### src/rtl/scan_chain_ctrl.sv
// scan_chain_ctrl
//   Drives one scan chain through a full test sequence: serially loads a
//   pattern (MSB first), pulses one capture cycle, serially unloads the chain,
//   then reports the captured contents and an optional compare result.
//
//   Parameter
//     CHAIN_LEN  number of scan flops in the chain (2..64)
//   Ports
//     CP        clock, rising edge
//     CD        asynchronous active-low reset
//     START     begin a sequence (accepted only in IDLE)
//     ABORT     synchronous abort back to IDLE, no DONE
//     PAT_IN    pattern to load, bit j -> chain position j
//     EXP_IN    expected post-capture contents
//     SO        scan-out from chain position CHAIN_LEN-1
//     TE        registered test enable to the chain
//     TI        registered scan-in to chain position 0
//     BUSY      high outside IDLE
//     DONE      one-cycle completion pulse
//     UNLOAD    captured chain contents, bit j = position j
//     FAIL      UNLOAD != expected, updated together with UNLOAD
//
//   Build option
//     SCAN_CHAIN_CTRL_COMPARE_EN  when defined, EXP_IN is latched and compared;
//                                 otherwise FAIL is tied low.

module scan_chain_ctrl #(
    parameter int CHAIN_LEN = 16
) (
    input  logic                 CP,
    input  logic                 CD,
    input  logic                 START,
    input  logic                 ABORT,
    input  logic [CHAIN_LEN-1:0] PAT_IN,
    input  logic [CHAIN_LEN-1:0] EXP_IN,
    input  logic                 SO,
    output logic                 TE,
    output logic                 TI,
    output logic                 BUSY,
    output logic                 DONE,
    output logic [CHAIN_LEN-1:0] UNLOAD,
    output logic                 FAIL
);

    localparam int            CW   = $clog2(CHAIN_LEN);
    localparam logic [CW-1:0] LAST = CW'(CHAIN_LEN - 1);

    typedef enum logic [2:0] {
        IDLE,
        SHIFT_IN,
        CAPTURE,
        SHIFT_OUT,
        FINISH
    } state_t;

    state_t               state_q, state_d;
    logic [CW-1:0]        cnt_q, cnt_d;
    logic                 te_d, ti_d;
    logic                 load, shift_in, shift_out, commit;
    // pat_q holds the bits still to be sent, pre-shifted so that its MSB is
    // always the bit for the next shift cycle.
    logic [CHAIN_LEN-1:0] pat_q;
    // Unload shadow: UNLOAD is only written once the whole chain is in, so an
    // abort during SHIFT_OUT leaves the previous result intact.
    logic [CHAIN_LEN-2:0] cap_q;
    logic [CHAIN_LEN-1:0] cap_full;

    assign cap_full = {cap_q, SO};
    assign BUSY     = (state_q != IDLE);
    assign DONE     = (state_q == FINISH);

    // TE/TI are computed for the next state and registered, so they change
    // only on CP edges.
    always_comb begin
        state_d   = state_q;
        cnt_d     = cnt_q;
        te_d      = 1'b0;
        ti_d      = 1'b0;
        load      = 1'b0;
        shift_in  = 1'b0;
        shift_out = 1'b0;
        commit    = 1'b0;
        case (state_q)
            IDLE: begin
                if (START && !ABORT) begin
                    state_d = SHIFT_IN;
                    cnt_d   = '0;
                    te_d    = 1'b1;
                    ti_d    = PAT_IN[CHAIN_LEN-1];
                    load    = 1'b1;
                end
            end
            SHIFT_IN: begin
                shift_in = 1'b1;
                if (cnt_q == LAST) begin
                    state_d = CAPTURE;
                    cnt_d   = '0;
                end else begin
                    cnt_d = cnt_q + 1'b1;
                    te_d  = 1'b1;
                    ti_d  = pat_q[CHAIN_LEN-1];
                end
            end
            CAPTURE: begin
                state_d = SHIFT_OUT;
                cnt_d   = '0;
                te_d    = 1'b1;
            end
            SHIFT_OUT: begin
                shift_out = 1'b1;
                if (cnt_q == LAST) begin
                    state_d = FINISH;
                    cnt_d   = '0;
                    commit  = 1'b1;
                end else begin
                    cnt_d = cnt_q + 1'b1;
                    te_d  = 1'b1;
                end
            end
            FINISH: begin
                // START here is deliberately not looked at: a new run
                // needs a cycle in IDLE first.
                state_d = IDLE;
            end
            default: state_d = IDLE;
        endcase

        if (ABORT && state_q != IDLE) begin
            state_d   = IDLE;
            cnt_d     = '0;
            te_d      = 1'b0;
            ti_d      = 1'b0;
            shift_in  = 1'b0;
            shift_out = 1'b0;
            commit    = 1'b0;
        end
    end

    always_ff @(posedge CP or negedge CD) begin
        if (!CD) begin
            state_q <= IDLE;
            cnt_q   <= '0;
            TE      <= 1'b0;
            TI      <= 1'b0;
            pat_q   <= '0;
            cap_q   <= '0;
            UNLOAD  <= '0;
        end else begin
            state_q <= state_d;
            cnt_q   <= cnt_d;
            TE      <= te_d;
            TI      <= ti_d;
            if (load)
                pat_q <= PAT_IN << 1;
            else if (shift_in)
                pat_q <= pat_q << 1;
            // First SO sample lands in the MSB after CHAIN_LEN shifts.
            if (shift_out)
                cap_q <= cap_full[CHAIN_LEN-2:0];
            if (commit)
                UNLOAD <= cap_full;
        end
    end

`ifdef SCAN_CHAIN_CTRL_COMPARE_EN
    logic [CHAIN_LEN-1:0] exp_q;

    always_ff @(posedge CP or negedge CD) begin
        if (!CD) begin
            exp_q <= '0;
            FAIL  <= 1'b0;
        end else begin
            if (load)
                exp_q <= EXP_IN;
            if (commit)
                FAIL <= (cap_full != exp_q);
        end
    end
`else
    logic unused_exp;

    assign unused_exp = ^EXP_IN;
    assign FAIL       = 1'b0;
`endif

endmodule

### config.mk
export PLATFORM = sky130hd
export DESIGN_NAME = scan_chain_ctrl
export DESIGN_NICKNAME = d
export VERILOG_FILES = /design/src/rtl/scan_chain_ctrl.sv
export SDC_FILE = /design/constraint.sdc
export NUM_CORES = 1
export LEC_CHECK = 0
export BUFFER_PORTS_ARGS = -buffer_cell sky130_fd_sc_hd__clkbuf_2
export CORE_MARGIN = 2
export CORE_UTILIZATION = 48
export CTS_BUF_LIST = sky130_fd_sc_hd__clkbuf_16
export CTS_CLUSTER_DIAMETER = 200
export DETAILED_ROUTE_END_ITERATION = 8
export PLACE_DENSITY_LB_ADDON = 0.15
export SLEW_MARGIN = 10
export SYNTH_ARGS = -nofsm -noshare
export SYNTH_HDL_FRONTEND = slang
export SYNTH_SLANG_ARGS = --single-unit
### constraint.sdc
create_clock -name CP -period 2.26 [get_ports CP]
set_clock_uncertainty 0.2 [all_clocks]
set_input_delay 0 -clock CP [delete_from_list [all_inputs] [get_ports CP]]
set_output_delay 0 -clock CP [all_outputs]
set_load 0.01 [all_outputs]
==> results list <==
- Synthesis-to-layout area growth: 26.16%
- Most numerous cell in the Yosys netlist: dfrtp_1
* Post-synthesis async set-or-reset flop share: 100.0%
- TritonCTS created 5 clock buffers.
- The first global-routing pass estimated 7541 microns of wire.
- Commonest cells in the synthesized netlist: 55 x dfrtp_1, 19 x mux2_2, 12 x a221o_1, 12 x and3_1, 12 x mux2_1
- Clock-pin slew was measured on the worst setup and hold paths at 70 ps.
- Setup violations, final: 0
- First-pass detailed-route iteration total: 4
* Area inside the core boundary: 4755 sq um
* Post-CTS setup buffer count: 0
* Largest fanout on the critical path: 14
* Number of global-route vias before repair: 1,673
* Cell type contributing the most total cell area after synthesis: dfrtp_1
* Total track usage: 17.95%
- In the synthesized netlist the dominant register cell turns out to be dfrtp_1.
* Max Clock Freq: roughly 500 MHz
- In this run the power density over the cells is 675.9 nW/um^2.
* Iter 0 DRT Violations: around 160
- The floorplan step set the die height to 74.23 microns.
- Sum of negative setup slack: 0 ps
* Number of buffers inserted by port buffering: 40
* Global placer's final weighted congestion: 0.7956
* # IOs: 58
- Worst setup path category: reg2reg
- Cell-by-cell listing of the critical path: or2_4 -> or3_1 -> a221o_1
- Final Critical Period: 2016 ps
- Vias after detailed routing: 1,662
* CTS tree: yes
* Arrival @ worst endpoint: 1980 ps
* RSZ-0062 raised after global routing: false
- Average wire length per cell after detail routing: about 15 microns
- Largest cells by area after synthesis: dfrtp_1 58%, mux2_2 9.0%, mux2_1 5.7%
- Number of enable flip-flop cells after synthesis: 0
* Post-detail-place hpwl: around 3100 microns
* GRT Residual Overflow: 0
- Later-pin clock latency in the skew report: 280 ps
- The count of final hold-check violations came to 0.
- Counting every instance in the synthesized netlist gives 181.
- The initialized floorplan defines 25 standard-cell rows.
- Slowest cell on the critical path: or3_1
- The synthesized design contains 55 register bits.
- The number of nets handed over by synthesis was approximately 220.
- Max-cap violations in this run came to 0.
- Static Leakage: 1.545 nW
- In the finished design, the share of the clock period the worst path needs comes to 89.22%.
- Die outline area: 5509 sq um
- Once detail routing completed, the nets flagged for antenna violations numbered 0.
* Ratio of cells with drive above 1 in the final layout: 31.40%
- Mean Syn Cell Area: 13.08 sq um
- After synthesis, the netlist uses 35 different library cells.
* Remaining max-slew budget at the tightest pin: between 60% and 70%
- Yosys warning count: 0
* Routed vias/inst: 5.379
* Netlist Area Pre-Place: 2367 sq um
* Fin area: 2987 sq um
- Largest stage delay, worst path: 580 ps
- Ant diodes: 0
- At the end of the flow the core is filled with cells to a little over three fifths.
- The run finished with clean final reports.
- For this run, design rule violations remaining after detail routing come to 0.
* CTS sink count: 55
* Sequential share of the synthesized area: 58.14%
* Type of origin of the critical path: flip-flop
- Overall power consumption after layout is estimated at 0.002019 W.
- The H-tree was split into 2 levels.
* Slew @ Worst Pin: between 500 and 600 ps
- Entering global routing, the biggest net connects 25 pins.
- In the final design database the tool counted 280 nets.
* Capturing element type of the critical path: flip-flop
* Detailed-route wire length: 4681 microns
- At the worst endpoint, the required time is 2230 ps.
* Slew Viols, Final: 0
* Number of antenna violations at the first check in global routing: 0
* Starting density of the core: 49.79%
- Die width: ~74 microns
- Instance area after placement: 2644 sq um
* Class of the most critical hold timing path: in2async
* Fraction of synthesized cell area taken by the top area cell type: 58.14%
- Deepest clock path buffer count: 2
- Maximum ir drop on the vdd rail: 0.4536 mV
* CTS root buf: clkbuf_16
[worst max-delay path, delay by kind of cell (launching register included)]
family / cells / cell delay [ps]
AO/OA/AOI/OAI: 1 / 380
flip-flops: 1 / 470
AND/OR/NAND/NOR: 2 / 860
[registers in the layout (all words and copies together) (netlist names)]
signal / cells
UNLOAD: 16
cap_q: 15
pat_q: 15
cnt_q: 4
state_q: 3
TE: 1
TI: 1
[what timing repair did]
item	in CTS	in global routing
resized for setup	0	0
hold buffers	20	0
endpoints found under the hold margin	44	0
setup endpoints to repair	0	0
[where the power goes]
group / leakage [nW] / internal (W) / switching, W
Clock: 0.0703 / 0.000410 / 0.000330
Combinational: 0.735 / 0.000103 / 0.0000936
Sequential: 0.740 / 0.00104 / 0.0000384
[through the flow]
stage	hold slack (ps)	worst slack (ps)	std cells
floorplan	-495.6	278.3	181
global placement	-173.3	299.6	282
detailed placement	-166.2	268.4	282
CTS	76.89	259.1	309
global route	101.9	172.4	309
finish	52.82	243.6	309
[cell families after synthesis]
family / after synthesis / share of synthesized area (%)
compound gates: 30 / 10.73
simple gates: 38 / 9.725
mux: 31 / 14.75
xor+xnor: 1 / 0.3700
other cells: 1 / 0.1584
buf+inv: 24 / 5.602
flops: 55 / 58.14
fa+ha+maj: 1 / 0.5285
[area by class of cell]
class / count / area (sq um)
Timing Repair Buffer: 68 / 473.0
Inverter: 10 / 37.54
Fill cell: 378 / 1768
Multi-Input combinational cell: 102 / 873.3
Tap cell: 67 / 83.83
Clock inverter: 2 / 17.52
Clock buffer: 5 / 125.1
Sequential cell: 55 / 1376
[layer usage]
layer  global-route usage, %  wire (microns)  share of wire (%)  vias to the layer above
met5                       0               0                  0                        -
met4                   6.151              73                1.6                        0
met3                   4.607             242                5.2                        8
met2                   30.46            2392                 51                       61
met1                   22.51            1973                 42                      807
li1                        -               -                  -                      786
[path summary, 6_finish.rpt]
check	from	depth (start not counted)	slack, ps	endpoint
worst max-delay path	state_q[1]	3	240	pat_q[6]
worst min-delay path	CD	2	50	pat_q[4]
worst max register to register	state_q[1]	3	240	pat_q[6]
worst min register to register	UNLOAD[15]	1	290	UNLOAD[15]
max in group asynchronous	CD	3	1150	UNLOAD[9]
min in group CP	UNLOAD[15]	1	290	UNLOAD[15]
[layout by cell type, fill, tap and decap left out, drive strengths merged, types with 4 or more instances in the layout]
master	instances
inv	11
clkbuf	45
mux2	31
and3	12
dlygate4sd3	20
nor3	4
nor2b	4
dfrtp	55
a221o	12
buf	8
Power figures use the tool's default switching activity.
